**config.mk**
```make
export PLATFORM = sky130hd
export DESIGN_NAME = main_control_fsm_flat
export DESIGN_NICKNAME = d
export VERILOG_FILES = /design/src/rtl/ctrl_pkg.sv /design/src/rtl/main_control_fsm_if.sv /design/src/rtl/opcode_class_decode.sv /design/src/rtl/main_control_fsm.sv /design/src/flat_wrapper.sv
export SDC_FILE = /design/constraint.sdc
export NUM_CORES = 1
export LEC_CHECK = 0
export ABC_AREA = 0
export BUFFER_PORTS_ARGS = -buffer_cell sky130_fd_sc_hd__buf_2
export CORE_MARGIN = 4
export CORE_UTILIZATION = 30
export CTS_CLUSTER_SIZE = 30
export DETAILED_ROUTE_END_ITERATION = 12
export HOLD_SLACK_MARGIN = 0.02
export RECOVER_POWER = 100
export SLEW_MARGIN = 20
export SYNTH_ARGS = -nofsm -noshare
export SYNTH_HDL_FRONTEND = slang
export SYNTH_SLANG_ARGS = --single-unit
```
**constraint.sdc**
```tcl
create_clock -name clk -period 1.9 [get_ports clk]
set_clock_uncertainty 0.1 [all_clocks]
set_input_delay 0.095 -clock clk [delete_from_list [all_inputs] [get_ports clk]]
set_output_delay 0.095 -clock clk [all_outputs]
set_load 0.02 [all_outputs]
```
**src/rtl/ctrl_pkg.sv**
```systemverilog
// Shared definitions for the LEGv8 multi-cycle main controller.
//   - ctrl_state_e : controller state encoding
//   - instr_class_e: instruction class latched in DECODE
//   - OP_*         : fully specified opcode values (bits [31:21])
//   - ALUOP_*      : 2-bit ALUOp codes handed to the ALU control decoder
//   - COND_LT      : the only B.cond condition accepted when CTRL_BCOND_EN is defined
package ctrl_pkg;

  typedef enum logic [2:0] {
    StFetch,
    StDecode,
    StExec,
    StMem,
    StWb,
    StTrap
  } ctrl_state_e;

  typedef enum logic [2:0] {
    ClsRtype,
    ClsAddi,
    ClsLdur,
    ClsStur,
    ClsB,
    ClsCbz,
    ClsBcond,
    ClsIllegal
  } instr_class_e;

  localparam logic [10:0] OP_ADD  = 11'b10001011000;
  localparam logic [10:0] OP_SUB  = 11'b11001011000;
  localparam logic [10:0] OP_AND  = 11'b10001010000;
  localparam logic [10:0] OP_ORR  = 11'b10101010000;
  localparam logic [10:0] OP_LDUR = 11'b11111000010;
  localparam logic [10:0] OP_STUR = 11'b11111000000;

  localparam logic [1:0] ALUOP_ADD   = 2'b00;
  localparam logic [1:0] ALUOP_PASS  = 2'b01;
  localparam logic [1:0] ALUOP_FUNCT = 2'b10;

  localparam logic [4:0] COND_LT = 5'b01011;

endpackage

```
**src/rtl/main_control_fsm_if.sv**
```systemverilog
// Memory handshake bundle between the main controller and the instruction/data memories.
//   imem_req/imem_ready : instruction fetch request and completion
//   dmem_req/dmem_we    : data access request and write strobe (stable while req is high)
//   dmem_ready          : data access completion
// Modports: master = controller side, slave = memory side.
interface main_control_fsm_if;
  logic imem_req;
  logic imem_ready;
  logic dmem_req;
  logic dmem_we;
  logic dmem_ready;

  modport master (
    output imem_req, dmem_req, dmem_we,
    input  imem_ready, dmem_ready
  );

  modport slave (
    input  imem_req, dmem_req, dmem_we,
    output imem_ready, dmem_ready
  );
endinterface

```
**src/rtl/opcode_class_decode.sv**
```systemverilog
// Combinational opcode (plus B.cond cond field) to instruction class decoder.
//   opcode  in  : instruction bits [31:21]
//   cond    in  : instruction bits [4:0]
//   cls     out : decoded instruction class
//   illegal out : opcode (or cond) not supported
// Macro CTRL_BCOND_EN: when defined, B.cond LT is legal; otherwise every B.cond is illegal.
module opcode_class_decode
  import ctrl_pkg::*;
(
  input  logic [10:0]  opcode,
  input  logic [4:0]   cond,
  output instr_class_e cls,
  output logic         illegal
);

  always_comb begin
    cls     = ClsIllegal;
    illegal = 1'b0;
    casez (opcode)
      OP_ADD, OP_SUB, OP_AND, OP_ORR: cls = ClsRtype;
      11'b1001000100?:                cls = ClsAddi;
      OP_LDUR:                        cls = ClsLdur;
      OP_STUR:                        cls = ClsStur;
      11'b000101?????:                cls = ClsB;
      11'b10110100???:                cls = ClsCbz;
      11'b01010100???: begin
`ifdef CTRL_BCOND_EN
        cls     = ClsBcond;
        illegal = (cond != COND_LT);
`else
        illegal = 1'b1;
`endif
      end
      default:                        illegal = 1'b1;
    endcase
  end

`ifndef CTRL_BCOND_EN
  logic unused_cond;
  assign unused_cond = ^cond;
`endif

endmodule

```
**src/rtl/main_control_fsm.sv**
```systemverilog
// Multi-cycle LEGv8 main controller: FETCH -> DECODE -> EXEC -> (MEM) -> (WB).
// Ports:
//   clk, reset (async, active-high)
//   opcode, cond          : instruction fields from the IR
//   alu_zero/neg/ovf      : ALU flags sampled in EXEC
//   mem                   : memory handshake interface (master modport)
//   ir_write, pc_write    : IR / PC load enables
//   alu_op, alu_src, reg2loc, mem_to_reg, reg_write, br_taken, uncond_br : datapath controls
//   trap                  : sticky illegal-opcode / memory-timeout indication
// Parameter MEM_TIMEOUT: cycles a request may wait for ready before TRAP (0 = no watchdog).
// Macro CTRL_BCOND_EN: enables B.cond LT support.
module main_control_fsm
  import ctrl_pkg::*;
#(
  parameter int unsigned MEM_TIMEOUT = 16
) (
  input  logic                       clk,
  input  logic                       reset,
  input  logic [10:0]                opcode,
  input  logic [4:0]                 cond,
  input  logic                       alu_zero,
  input  logic                       alu_neg,
  input  logic                       alu_ovf,
  main_control_fsm_if.master         mem,
  output logic                       ir_write,
  output logic                       pc_write,
  output logic [1:0]                 alu_op,
  output logic                       alu_src,
  output logic                       reg2loc,
  output logic                       mem_to_reg,
  output logic                       reg_write,
  output logic                       br_taken,
  output logic                       uncond_br,
  output logic                       trap
);

  localparam int unsigned CntW = (MEM_TIMEOUT > 1) ? $clog2(MEM_TIMEOUT + 1) : 1;

  ctrl_state_e     state_q, state_d;
  instr_class_e    cls_q, cls_d, dec_cls;
  logic            dec_illegal;
  logic [CntW-1:0] wd_cnt_q, wd_cnt_d;
  logic            waiting, timeout;
  logic            imem_req, dmem_req, dmem_we;

  opcode_class_decode u_decode (
    .opcode  (opcode),
    .cond    (cond),
    .cls     (dec_cls),
    .illegal (dec_illegal)
  );

  // Counter runs only while a request is outstanding; any other cycle (including the one
  // before entering FETCH/MEM) clears it. Ready on the limit cycle wins since waiting is 0.
  assign waiting  = ((state_q == StFetch) && !mem.imem_ready) ||
                    ((state_q == StMem)   && !mem.dmem_ready);
  assign wd_cnt_d = waiting ? wd_cnt_q + 1'b1 : '0;
  assign timeout  = (MEM_TIMEOUT != 0) && waiting && (wd_cnt_d == CntW'(MEM_TIMEOUT));

  assign mem.imem_req = imem_req;
  assign mem.dmem_req = dmem_req;
  assign mem.dmem_we  = dmem_we;

  always_comb begin
    state_d    = state_q;
    cls_d      = cls_q;
    imem_req   = 1'b0;
    dmem_req   = 1'b0;
    dmem_we    = 1'b0;
    ir_write   = 1'b0;
    pc_write   = 1'b0;
    alu_op     = ALUOP_ADD;
    alu_src    = 1'b0;
    reg2loc    = 1'b0;
    mem_to_reg = 1'b0;
    reg_write  = 1'b0;
    br_taken   = 1'b0;
    uncond_br  = 1'b0;
    trap       = 1'b0;
    unique case (state_q)
      StFetch: begin
        imem_req = 1'b1;
        if (mem.imem_ready) begin
          ir_write = 1'b1;
          state_d  = StDecode;
        end else if (timeout) begin
          state_d = StTrap;
        end
      end
      StDecode: begin
        cls_d   = dec_cls;
        state_d = dec_illegal ? StTrap : StExec;
      end
      StExec: begin
        unique case (cls_q)
          ClsRtype: begin
            alu_op  = ALUOP_FUNCT;
            state_d = StWb;
          end
          ClsAddi: begin
            alu_op  = ALUOP_FUNCT;
            alu_src = 1'b1;
            state_d = StWb;
          end
          ClsLdur: begin
            alu_src = 1'b1;
            state_d = StMem;
          end
          ClsStur: begin
            alu_src = 1'b1;
            reg2loc = 1'b1;
            state_d = StMem;
          end
          ClsB: begin
            uncond_br = 1'b1;
            br_taken  = 1'b1;
            pc_write  = 1'b1;
            state_d   = StFetch;
          end
          ClsCbz: begin
            alu_op   = ALUOP_PASS;
            reg2loc  = 1'b1;
            br_taken = alu_zero;
            pc_write = 1'b1;
            state_d  = StFetch;
          end
          ClsBcond: begin
`ifdef CTRL_BCOND_EN
            alu_op   = ALUOP_PASS;
            br_taken = alu_neg ^ alu_ovf;  // signed less-than
            pc_write = 1'b1;
            state_d  = StFetch;
`else
            state_d  = StTrap;
`endif
          end
          ClsIllegal: state_d = StTrap;
        endcase
      end
      StMem: begin
        dmem_req = 1'b1;
        dmem_we  = (cls_q == ClsStur);
        if (mem.dmem_ready) begin
          if (cls_q == ClsStur) begin
            pc_write = 1'b1;
            state_d  = StFetch;
          end else begin
            state_d = StWb;
          end
        end else if (timeout) begin
          state_d = StTrap;
        end
      end
      StWb: begin
        reg_write  = 1'b1;
        pc_write   = 1'b1;
        mem_to_reg = (cls_q == ClsLdur);
        state_d    = StFetch;
      end
      StTrap: trap = 1'b1;
      default: state_d = StTrap;
    endcase
  end

`ifndef CTRL_BCOND_EN
  logic unused_flags;
  assign unused_flags = alu_neg ^ alu_ovf;
`endif

  always_ff @(posedge clk or posedge reset) begin
    if (reset) begin
      state_q  <= StFetch;
      cls_q    <= ClsIllegal;
      wd_cnt_q <= '0;
    end else begin
      state_q  <= state_d;
      cls_q    <= cls_d;
      wd_cnt_q <= wd_cnt_d;
    end
  end

endmodule

```
**src/flat_wrapper.sv**
```systemverilog
// flat-port wrapper written by rule: the top's interface ports become plain ports
module main_control_fsm_flat import ctrl_pkg::*;
#(
  parameter int unsigned MEM_TIMEOUT = 16
)
  (clk, reset, opcode, cond, alu_zero, alu_neg, alu_ovf, ir_write, pc_write, alu_op, alu_src, reg2loc, mem_to_reg, reg_write, br_taken, uncond_br, trap, mem_imem_req, mem_dmem_req, mem_dmem_we, mem_imem_ready, mem_dmem_ready);
  main_control_fsm_if mem_i ();
  input  logic clk;
  input  logic reset;
  input  logic [10:0] opcode;
  input  logic [4:0] cond;
  input  logic alu_zero;
  input  logic alu_neg;
  input  logic alu_ovf;
  output logic ir_write;
  output logic pc_write;
  output logic [1:0] alu_op;
  output logic alu_src;
  output logic reg2loc;
  output logic mem_to_reg;
  output logic reg_write;
  output logic br_taken;
  output logic uncond_br;
  output logic trap;
  output wire logic [$bits(mem_i.imem_req)-1:0] mem_imem_req;
  output wire logic [$bits(mem_i.dmem_req)-1:0] mem_dmem_req;
  output wire logic [$bits(mem_i.dmem_we)-1:0] mem_dmem_we;
  input wire logic [$bits(mem_i.imem_ready)-1:0] mem_imem_ready;
  input wire logic [$bits(mem_i.dmem_ready)-1:0] mem_dmem_ready;
  assign mem_imem_req = mem_i.imem_req;
  assign mem_dmem_req = mem_i.dmem_req;
  assign mem_dmem_we = mem_i.dmem_we;
  assign mem_i.imem_ready = mem_imem_ready;
  assign mem_i.dmem_ready = mem_dmem_ready;
  main_control_fsm #(.MEM_TIMEOUT(MEM_TIMEOUT)) u_core (.clk(clk), .reset(reset), .opcode(opcode), .cond(cond), .alu_zero(alu_zero), .alu_neg(alu_neg), .alu_ovf(alu_ovf), .mem(mem_i), .ir_write(ir_write), .pc_write(pc_write), .alu_op(alu_op), .alu_src(alu_src), .reg2loc(reg2loc), .mem_to_reg(mem_to_reg), .reg_write(reg_write), .br_taken(br_taken), .uncond_br(uncond_br), .trap(trap));
endmodule
```
# --- Word level (Yosys, flattened, before mapping) ---
# Cells that the tools add are included.
totals:
  register_bits: 11
  word_cells: 73
  inputBits: 23
  out_inout_bits: 14
classes:
  n_reduce_logical: 16
  add_sub_neg: 1
  n_eq_ne: 22
  mux: 31
ops:
  columns: ["op", "count"]
  rows:
  - ["$eq 11x11->1 const B", 6]
  - ["$pmux 3 s6", 2]
  - ["$eq 3x3->1 const B", 6]
  - ["$mux 1", 18]
  - ["$mux 3", 5]
  - ["$eq 3x2->1 const B", 4]
  - ["$pmux 3 s4", 1]
  - ["$eq 10x10->1 const B", 1]
  - ["$reduce_or 2->1", 5]
  - ["$reduce_or 9->1", 1]
  - ["$eq 8x8->1 const B", 1]
  - ["$eq 3x1->1 const B", 2]
  - ["$eq 6x3->1 const B", 1]
  - ["$logic_not 3->1", 2]
  - ["$add 5x1->5 const B", 1]
  - ["$eq 5x5->1 const B", 1]
  - ["$mux 5", 1]
  - ["$pmux 2 s2", 1]
  - ["$reduce_or 4->1", 1]
  - ["$logic_and 1x1->1", 3]
  - ["$pmux 1 s3", 1]
  - ["$reduce_or 3->1", 1]
  - ["$logic_not 1->1", 2]
  - ["$mux 2", 1]
  - ["2 further kinds", 2]

# --- Depth between registers and ports, before layout ---
# Gate-level depths: netlist of the first run.
logic_depth:
  ltp_word: 9
  ltp_mapped: 6
  mapped_depth_nobuf: 6

# --- Hierarchy ---
# A second synthesis of the first run with hierarchy kept.
unflattened:
  cells_unflattened: 108
  hier_area_um2: 918.4
by_module_without_submodules:
  columns: ["mod", "area_each_um2", "n_inst", "cells_each", "seq_area_each_um2"]
  rows:
  - ["main_control_fsm", 747.0, 1, 83, 279.0]
  - ["opcode_class_decode", 171.4, 1, 25, 0.0]

# --- Worst setup path after synthesis of the first run ---
# Ideal clock, no wire load.
synth_path:
  kind: "reg2out"
  from: "register u_core.cls_q[1]"
  to: "output port alu_src"
  n_path_buf: 0
  path_slack_ns: -0.122
  path_stages_with_launch: 3
  required_time_ns: 1.705
  arrival_ns: 1.827
  cell_sequence: "dfstp_2 > inv_1 > a2111oi_0"
synth_between:
  elab_chain_cells: 4
  word_cells_on_any_way: 6
  classes_between: "3 x eq/ne; 2 x mux; 1 x reduce/logical"
synth_rtl:
  columns: ["item", "line", "rtl"]
  rows:
  - ["start: declaration", "main_control_fsm.sv:40", "instr_class_e cls_q, cls_d, dec_cls;"]
  - ["start signal: assignment", "main_control_fsm.sv:173", "cls_q <= ClsIllegal;"]
  - ["start signal: assignment", "main_control_fsm.sv:177", "cls_q <= cls_d;"]
  - ["$eq 3x1->1 or $eq 3x2->1 (tied branches)", "main_control_fsm.sv:95", "unique case (cls_q)"]
  - ["$reduce_or 3->1 (no source line) (*)", null, null]
  - ["$mux 1 (*)", "main_control_fsm.sv:95", null]
  - ["$mux 1 (*)", "main_control_fsm.sv:80", "unique case (state_q)"]
  - ["end: declaration", "flat_wrapper.sv:18", "output logic alu_src;"]
# Every way passes the cells marked *; elsewhere a longest branch is shown, timed or not.

# --- Worst setup path in the final report of the first run ---
layout_path:
  from: "register u_core.cls_q[1]"
  to: "output port pc_write"
layout_between:
  elab_chain_cells: 4
  word_cells_on_any_way: 8
  classes_between: "3 x eq/ne; 4 x mux; 1 x reduce/logical"
layout_rtl:
  columns: ["item", "line", "rtl"]
  rows:
  - ["$eq 3x2->1 or $eq 3x3->1 (tied branches)", "main_control_fsm.sv:144, main_control_fsm.sv:95", null]
  - ["$mux 1 or $reduce_or 2->1 (tied branches)", null, null]
  - ["$mux 1 (on tied branches)", "main_control_fsm.sv:143, main_control_fsm.sv:95", null]
  - ["$pmux 1 s3 (*)", "main_control_fsm.sv:80", null]
  - ["end: declaration", "flat_wrapper.sv:16", "output logic pc_write;"]
# Marked as above.

==> flow_summary_export.csv, run 1 <==
group,metric,value,unit
timing,finalHoldViolations,0,
synthesis,netlist_top_cells_count,"sky130_fd_sc_hd__nor2_1, sky130_fd_sc_hd__dfrtp_1, sky130_fd_sc_hd__inv_1",
detailed_routing,drtAntennaViolNets,0,
synthesis,synth_cells,113,
synthesis,yosys_warnings,0,
pwr,power.density,548,nW/µm²
pwr,power.static_leakage,0.573,nW
detailed_routing,num_vias,927,
detailed_routing,drt_iter0_markers,35,
setup_path,timing.setup.critical_path_class,"flop to primary output",
timing,postLayoutSetupSlackWorst,0.0839,ns
global_route,initial_antenna_violation_count,0,
timing,maxSlewViolCount,0,
global_route,global_route.usage.total,10.8,%
cells_and_area,post-route-cell-area,1210,µm²
synthesis,postSynthNetCount,143,
cells_and_area,final_net_count,178,
synthesis,ys_ff_latch,11,
cells_and_area,share_of_cells_above_drive_strength_1,27.9,%
global_route,grt_start_max_net_pins,12,
synthesis,synth.lib_cells_used.distinct,46,
detailed_routing,route.detailed.wl_per_inst,11.7,µm
setup_path,worst_setup_path_start_kind,"flop",
cells_and_area,regArea,279,µm²
setup_path,critical_path_required,1.70,ns
place,detailed_place.area,1180,µm²
timing,slew_headroom,67.6,%
floorplanning,floorplan.die.height,64.9,µm
timing,totalNegativeSetupSlack,0,ns
cells_and_area,finish.cell_count_without_fillers,191,
synthesis,synth_largest_area_cell,"sky130_fd_sc_hd__dfrtp_1",
timing,max_clock_freq,551,MHz
cells_and_area,fillCellCount,341,
clock_tree,clk_pin_slew_worst_paths,0.07,ns
cells_and_area,multi_input_gate_area,652,µm²
timing,setup_violations,0,
cells_and_area,synthToLayoutAreaGrowth,24.8,%
clock_tree,insertion_delay,0.28,ns
synthesis,synth.top_cells.by_area,"sky130_fd_sc_hd__dfrtp_1, sky130_fd_sc_hd__ha_1, sky130_fd_sc_hd__dfstp_2, sky130_fd_sc_hd__nor2_1, sky130_fd_sc_hd__inv_1",
cells_and_area,fin_util,39.3,%
floorplanning,floorplan.die_area,4210,µm²
timing,max_slew.worst_pin.slew,0.484,ns
synthesis,synth-edff-count,0,
detailed_routing,detail_route.drc_violations,0,
setup_path,crit_path_end_kind,"primary output",
floorplanning,coreArea,3080,µm²
clock_tree,clk_path_buf_depth,2,
clock_tree,tritoncts.num_buffers,3,
synthesis,yosysMostFrequentCell,"sky130_fd_sc_hd__nor2_1",
clock_tree,cts_tree,"built",
job,max_cap_violations,0,
global_route,grt_pass1_wl,3650,µm
min_path,hold_class,"input port to flop",
outcome,run_status,"completed",
timing,final_min_period_over_clock_period,95.6,%
timing,min_period,1.82,ns
floorplanning,placement_rows,20,
clock_tree,tritoncts_num_sinks,11,
floorplanning,initial_utilization,31.5,%
timing,unrepaired_setup_endpoints_after_global_routing,"false",
clock_tree,cts_root_buffer,"sky130_fd_sc_hd__clkbuf_4",
place,placement.io_buffers,29,
pwr,irDropWorstVdd,0.154,mV
setup_path,timing.critical_path.fanout_max,7,
clock_tree,post_cts.repair.setup_buffers,0,
global_route,remaining_overflow_grt,0,
place,routabilityCongestion,0.830,
place,dpl_worst_slack,0.146,ns
synthesis,synth.yosys.seq_area_share,28.8,%
synthesis,post_synth_instance_area,970,µm²
synthesis,netlist.area_leader.share,20.6,%
detailed_routing,detail_route.first_pass.iterations,4,
place,detailed_place_hpwl,1760,µm
place,numPlacedInstances,186,
synthesis,syn-mean-instance-area,8.58,µm²
global_route,first_global_vias,834,
cells_and_area,antenna_cells_inserted,0,
synthesis,most_common_flop_cell_mapped_by_yosys,"sky130_fd_sc_hd__dfrtp_1",
floorplanning,die_x,64.9,µm
clock_tree,depth_of_the_cts_h_tree,1,
detailed_routing,route.final.wire_length,2240,µm
detailed_routing,avgViaCountPerCell,4.85,
synthesis,synthArstFlopShare,100,%
setup_path,worstPathArrival,1.62,ns
floorplanning,pin_count,37,
where the power goes:
group	internal (mW)	total [mW]	switching, mW
Clock	0.0781	0.163	0.0854
Sequential	0.264	0.297	0.0327
Combinational	0.0771	0.203	0.126
what timing repair did:
action | 4_1_cts | 5_1_grt
hold endpoints to repair | 8 | 0
hold buffers | 1 | 0
endpoints found under the setup margin | 0 | 4
gates resized for setup | 0 | 2
cell usage in the layout (no fill, tap or decap), types with 2 or more instances in the layout:
cell,n
sky130_fd_sc_hd__buf_2,19
sky130_fd_sc_hd__nor2_1,16
sky130_fd_sc_hd__inv_1,8
sky130_fd_sc_hd__dfrtp_1,8
sky130_fd_sc_hd__nand2_1,7
sky130_fd_sc_hd__ha_1,7
sky130_fd_sc_hd__clkbuf_1,7
sky130_fd_sc_hd__nand3_1,5
sky130_fd_sc_hd__nor3_1,5
sky130_fd_sc_hd__o21ai_0,4
sky130_fd_sc_hd__clkbuf_2,4
sky130_fd_sc_hd__nor3b_1,3
sky130_fd_sc_hd__o21bai_1,3
sky130_fd_sc_hd__xnor2_1,3
sky130_fd_sc_hd__a21oi_1,3
sky130_fd_sc_hd__clkbuf_4,3
sky130_fd_sc_hd__dfstp_2,3
sky130_fd_sc_hd__nand2b_1,2
sky130_fd_sc_hd__xor2_1,2
sky130_fd_sc_hd__a22o_1,2
sky130_fd_sc_hd__nor4_1,2
sky130_fd_sc_hd__a22oi_1,2
sky130_fd_sc_hd__buf_4,2
stage by stage:
| stage | total power [mW] | hold WS, ns |
|---|---|---|
| 2_1_floorplan | 0.435 | -0.155 |
| 3_3_place_gp | 0.500 | -0.00237 |
| 3_5_place_dp | 0.503 | 0.0173 |
| 4_1_cts | 0.669 | 0.100 |
| 5_1_grt | 0.709 | 0.135 |
| 6_report | 0.663 | 0.101 |
registers in the layout, summed over array words and instances, names as in the netlist:
signal,count
u_core.state_q,3
u_core.cls_q,3
u_core.wd_cnt_q,5
worst max-delay path: stages (launching register included):
cell and delay [ns]:
sky130_fd_sc_hd__dfstp_2 0.59, sky130_fd_sc_hd__inv_1 0.15, sky130_fd_sc_hd__ha_1 0.24, sky130_fd_sc_hd__a21oi_1 0.13
sky130_fd_sc_hd__o21ai_0 0.07, sky130_fd_sc_hd__buf_2 0.17
cells by family (layout without fill, tap and decap cells):
group                    count (synthesis)  count (layout)  share of synthesized area (%)
XOR/XNOR                                 5               5                           4.52
buffers and inverters                   11              45                           4.51
adder cells (fa/ha/maj)                  7               7                           9.03
flip-flops                              11              11                           28.8
AND/OR/NAND/NOR                         53              53                           31.0
AO/OA/AOI/OAI                           25              25                           21.2
multiplexers                             1               1                           1.03
path summary, 6_finish.rpt:
path / start / endpoint / slack [ns] / cells after the start
hold / removal: mem_imem_ready / u_core.state_q[0]$_DFFE_PP0N_ / 0.10 / 3
setup / recovery: u_core.cls_q[1]$_DFFE_PP1P_ / pc_write / 0.08 / 5
hold reg to reg: u_core.wd_cnt_q[0]$_DFF_PP0_ / u_core.wd_cnt_q[0]$_DFF_PP0_ / 0.40 / 1
min in group asynchronous: reset / u_core.wd_cnt_q[0]$_DFF_PP0_ / 0.24 / 3
max in group asynchronous: reset / u_core.cls_q[0]$_DFFE_PP1P_ / 1.12 / 3
setup reg to reg: u_core.wd_cnt_q[0]$_DFF_PP0_ / u_core.state_q[1]$_DFFE_PP0N_ / 0.14 / 6
area by class of cell:
class                      count  area share (%)
clock buffer                   3            1.86
clock inverter                 1           0.414
inverter                       8            2.48
multi-input combinational     91            53.9
sequential                    11            23.1
tap                           44            4.55
timing repair buffer          33            13.8
routing by layer:
| layer | wire length (µm) | track usage [%] | vias up |
|---|---|---|---|
| met5 | 0 | 0 | - |
| met1 | 1050 | 14.1 | 409 |
| met2 | 944 | 17.4 | 36 |
| met4 | 51 | 5.54 | 0 |
| li1 | - | - | 477 |
| met3 | 193 | 1.04 | 5 |
Note: power is estimated with default switching activity, not from simulation.
==> inputs of run 2 (changes only) <==
CORE_UTILIZATION = 40   (was 30)
PLACE_DENSITY = 0.67   (was not set)
==> run 2 against run 1 <==
Effect of this change: clock power about the same; cell count is 5.2% lower; via count is 5.4% higher; sequential share of layout area shrank 1.4 points; die area shrank 22%; flip-flop and latch count unchanged; sequential power about the same; non-clock buffer count increased by 6; largest power group is now combinational cells; highest routed layer unchanged; combinational power grew 57%; register-to-register slack got worse by 0.04 ns; critical path type unchanged; hold slack worse by 0.015 ns.
==> flow_summary_export.csv, run 2 (synthesis results as in run 1) <==
group,metric,value,unit
floorplanning,coreArea,2250,µm²
clock_tree,cts_root_buffer,"sky130_fd_sc_hd__clkbuf_4",
detailed_routing,route.detailed.wl_per_inst,14.1,µm
floorplanning,floorplan.die_area,3280,µm²
clock_tree,depth_of_the_cts_h_tree,1,
pwr,p_int,485,µW
pwr,power.net_switching,294,µW
timing,max_slew.worst_pin.slew,0.438,ns
clock_tree,clk_path_buf_depth,2,
cells_and_area,largest_register_ffs,5,
timing,slew_headroom,70.4,%
detailed_routing,drt_iter0_markers,27,
pwr,power.static_leakage,0.588,nW
global_route,grt.busiest_layer,"met2",
clock_tree,cts_tree,"built",
timing,setup_violations,0,
timing,min_period,1.83,ns
cells_and_area,mostFrequentLayoutCell,"sky130_fd_sc_hd__buf_2",
setup_path,timing.critical_path.fanout_max,7,
global_route,grt_start_max_net_pins,12,
setup_path,rr_endpoint,"u_core.state_q[1]$_DFFE_PP0N_",
setup_path,crit_path_end_kind,"primary output",
detailed_routing,avgViaCountPerCell,5.40,
cells_and_area,antenna_cells_inserted,0,
timing,maxSlewViolCount,0,
clock_tree,tritoncts_num_sinks,11,
global_route,grt.met3_usage,2.71,%
clock_tree,clk_pin_slew_worst_paths,0.09,ns
setup_path,r2r_setup_slack,0.10,ns
cells_and_area,final_cell_mix,"sky130_fd_sc_hd__buf_2, sky130_fd_sc_hd__nor2_1, sky130_fd_sc_hd__buf_4, sky130_fd_sc_hd__dfrtp_1, sky130_fd_sc_hd__nand2_1",
setup_path,worstPathArrival,1.63,ns
global_route,remaining_overflow_grt,0,
floorplanning,pin_count,37,
cells_and_area,final_net_count,184,
setup_path,r2r_cells,6,
pwr,irDropWorstVdd,0.307,mV
place,numPlacedInstances,171,
setup_path,timing.critical_path.cells,"clkinvlp_4, ha_4, a21oi_1, o21ai_1, buf_2",
timing,totalNegativeSetupSlack,0,ns
pwr,comb_power_share,40.9,%
timing,max_clock_freq,547,MHz
global_route,global_route.usage.total,14.2,%
setup_path,slowest_cp_cell,"sky130_fd_sc_hd__dfstp_2",
detailed_routing,detail_route.first_pass.iterations,4,
timing,final.hold.worst_slack,0.0854,ns
floorplanning,floorplan.die.height,57.2,µm
pwr,share_seq_of_total_power,37.7,%
detailed_routing,detail_route.drc_violations,0,
setup_path,critical_path_required,1.70,ns
pwr,power_switching_share,37.7,%
floorplanning,initial_utilization,43.0,%
setup_path,worst_setup_path_start_kind,"flop",
cells_and_area,largest-register,"u_core.wd_cnt_q",
outcome,run_status,"completed",
global_route,grtUsageMet2,23.7,%
min_path,hold_class,"input port to flop",
place,routabilityCongestion,0.824,
detailed_routing,route.final.wire_length,2550,µm
setup_path,timing.setup.critical_path_class,"flop to primary output",
cells_and_area,share_of_cells_above_drive_strength_1,35.3,%
setup_path,regToRegStartpoint,"u_core.wd_cnt_q[1]$_DFF_PP0_",
place,detailed_place_hpwl,1860,µm
global_route,grt_pass1_wl,3760,µm
cells_and_area,finish.cell_count_without_fillers,181,
detailed_routing,drtAntennaViolNets,0,
pwr,pwr-share-clk,21.4,%
global_route,first_global_vias,881,
detailed_routing,num_vias,977,
setup_path,crit_path_max_incr_delay,0.58,ns
timing,final_min_period_over_clock_period,96.2,%
job,max_cap_violations,0,
clock_tree,insertion_delay,0.28,ns
min_path,whs_path_depth,3,
cells_and_area,top_regs,"u_core.wd_cnt_q: 5 flops, u_core.cls_q: 3 flops, u_core.state_q: 3 flops",
cells_and_area,synthToLayoutAreaGrowth,32.8,%
floorplanning,die_x,57.2,µm
min_path,hold_path_startpoint,"mem_imem_ready",
pwr,power.density,605,nW/µm²
global_route,gr-usage-met1,18.0,%
timing,finalHoldViolations,0,
floorplanning,placement_rows,17,
place,placement.io_buffers,29,
pwr,finalPower,779,µW
min_path,worst_hold_path.endpoint,"u_core.state_q[0]$_DFFE_PP0N_",
global_route,initial_antenna_violation_count,0,
clock_tree,tritoncts.num_buffers,3,
run 2: critical path: cells and delay by family, from the launching register on:
family	cells	cell delay, ns
AOI/OAI and AO/OA	2	0.22
adders and majority gates	1	0.22
buffers and inverters	2	0.35
DFF	1	0.58
run 2: stage by stage:
step	util (%)	instance area (µm²)	setup WS (ns)
floorplan	-	971	0.124
global placement	51.8	1170	0.169
detailed placement	51.8	1170	0.0711
CTS	53.4	1200	0.00174
global route	57.1	1290	-0.0279
finish	57.1	1290	0.0717
run 2: final cells by class:
cell class,count,area (µm²)
Clock buffer,3,22.5
Clock inverter,1,5.00
Tap cell,28,35.0
Fill cell,218,967
Timing Repair Buffer,39,223
Multi-Input combinational cell,91,686
Inverter,8,37.5
Sequential cell,11,279
run 2: timing repair:
| item | in CTS | in global routing |
|---|---|---|
| buffers inserted | 0 | 5 |
| hold endpoints to repair | 8 | 0 |
| setup endpoints to repair | 0 | 3 |
| gates resized for setup | 0 | 11 |
| hold buffers | 1 | 0 |
run 2: worst max path at each step:
| stage | from | to | slack, ns | cells past startpoint |
|---|---|---|---|---|
| floorplan | u_core.cls_q[1]$_DFFE_PP1P_ | alu_src | 0.12 | 2 |
| global placement | u_core.wd_cnt_q[0]$_DFF_PP0_ | u_core.state_q[1]$_DFFE_PP0N_ | 0.17 | 6 |
| detailed placement | u_core.wd_cnt_q[0]$_DFF_PP0_ | u_core.state_q[1]$_DFFE_PP0N_ | 0.07 | 6 |
| CTS | u_core.state_q[2]$_DFFE_PP0N_ | alu_src | 0.002 | 4 |
| global route | u_core.cls_q[1]$_DFFE_PP1P_ | pc_write | -0.03 | 5 |
| finish | u_core.cls_q[1]$_DFFE_PP1P_ | pc_write | 0.07 | 5 |
run 2: power groups by stage:
stage | clock network, mW | registers [mW] | logic, mW
2_1_floorplan | 0 | 0.291 | 0.144
3_3_place_gp | 0 | 0.299 | 0.208
3_5_place_dp | 0 | 0.301 | 0.208
4_1_cts | 0.169 | 0.297 | 0.210
5_1_grt | 0.190 | 0.297 | 0.349
6_report | 0.166 | 0.294 | 0.318
run 2: routing by layer:
layer  share of wire [%]  vias to the layer above
met1                  45                      463
li1                    -                      488
met4                0.90                        0
met3                 4.4                        2
met2                  50                       24
met5                   0                        -
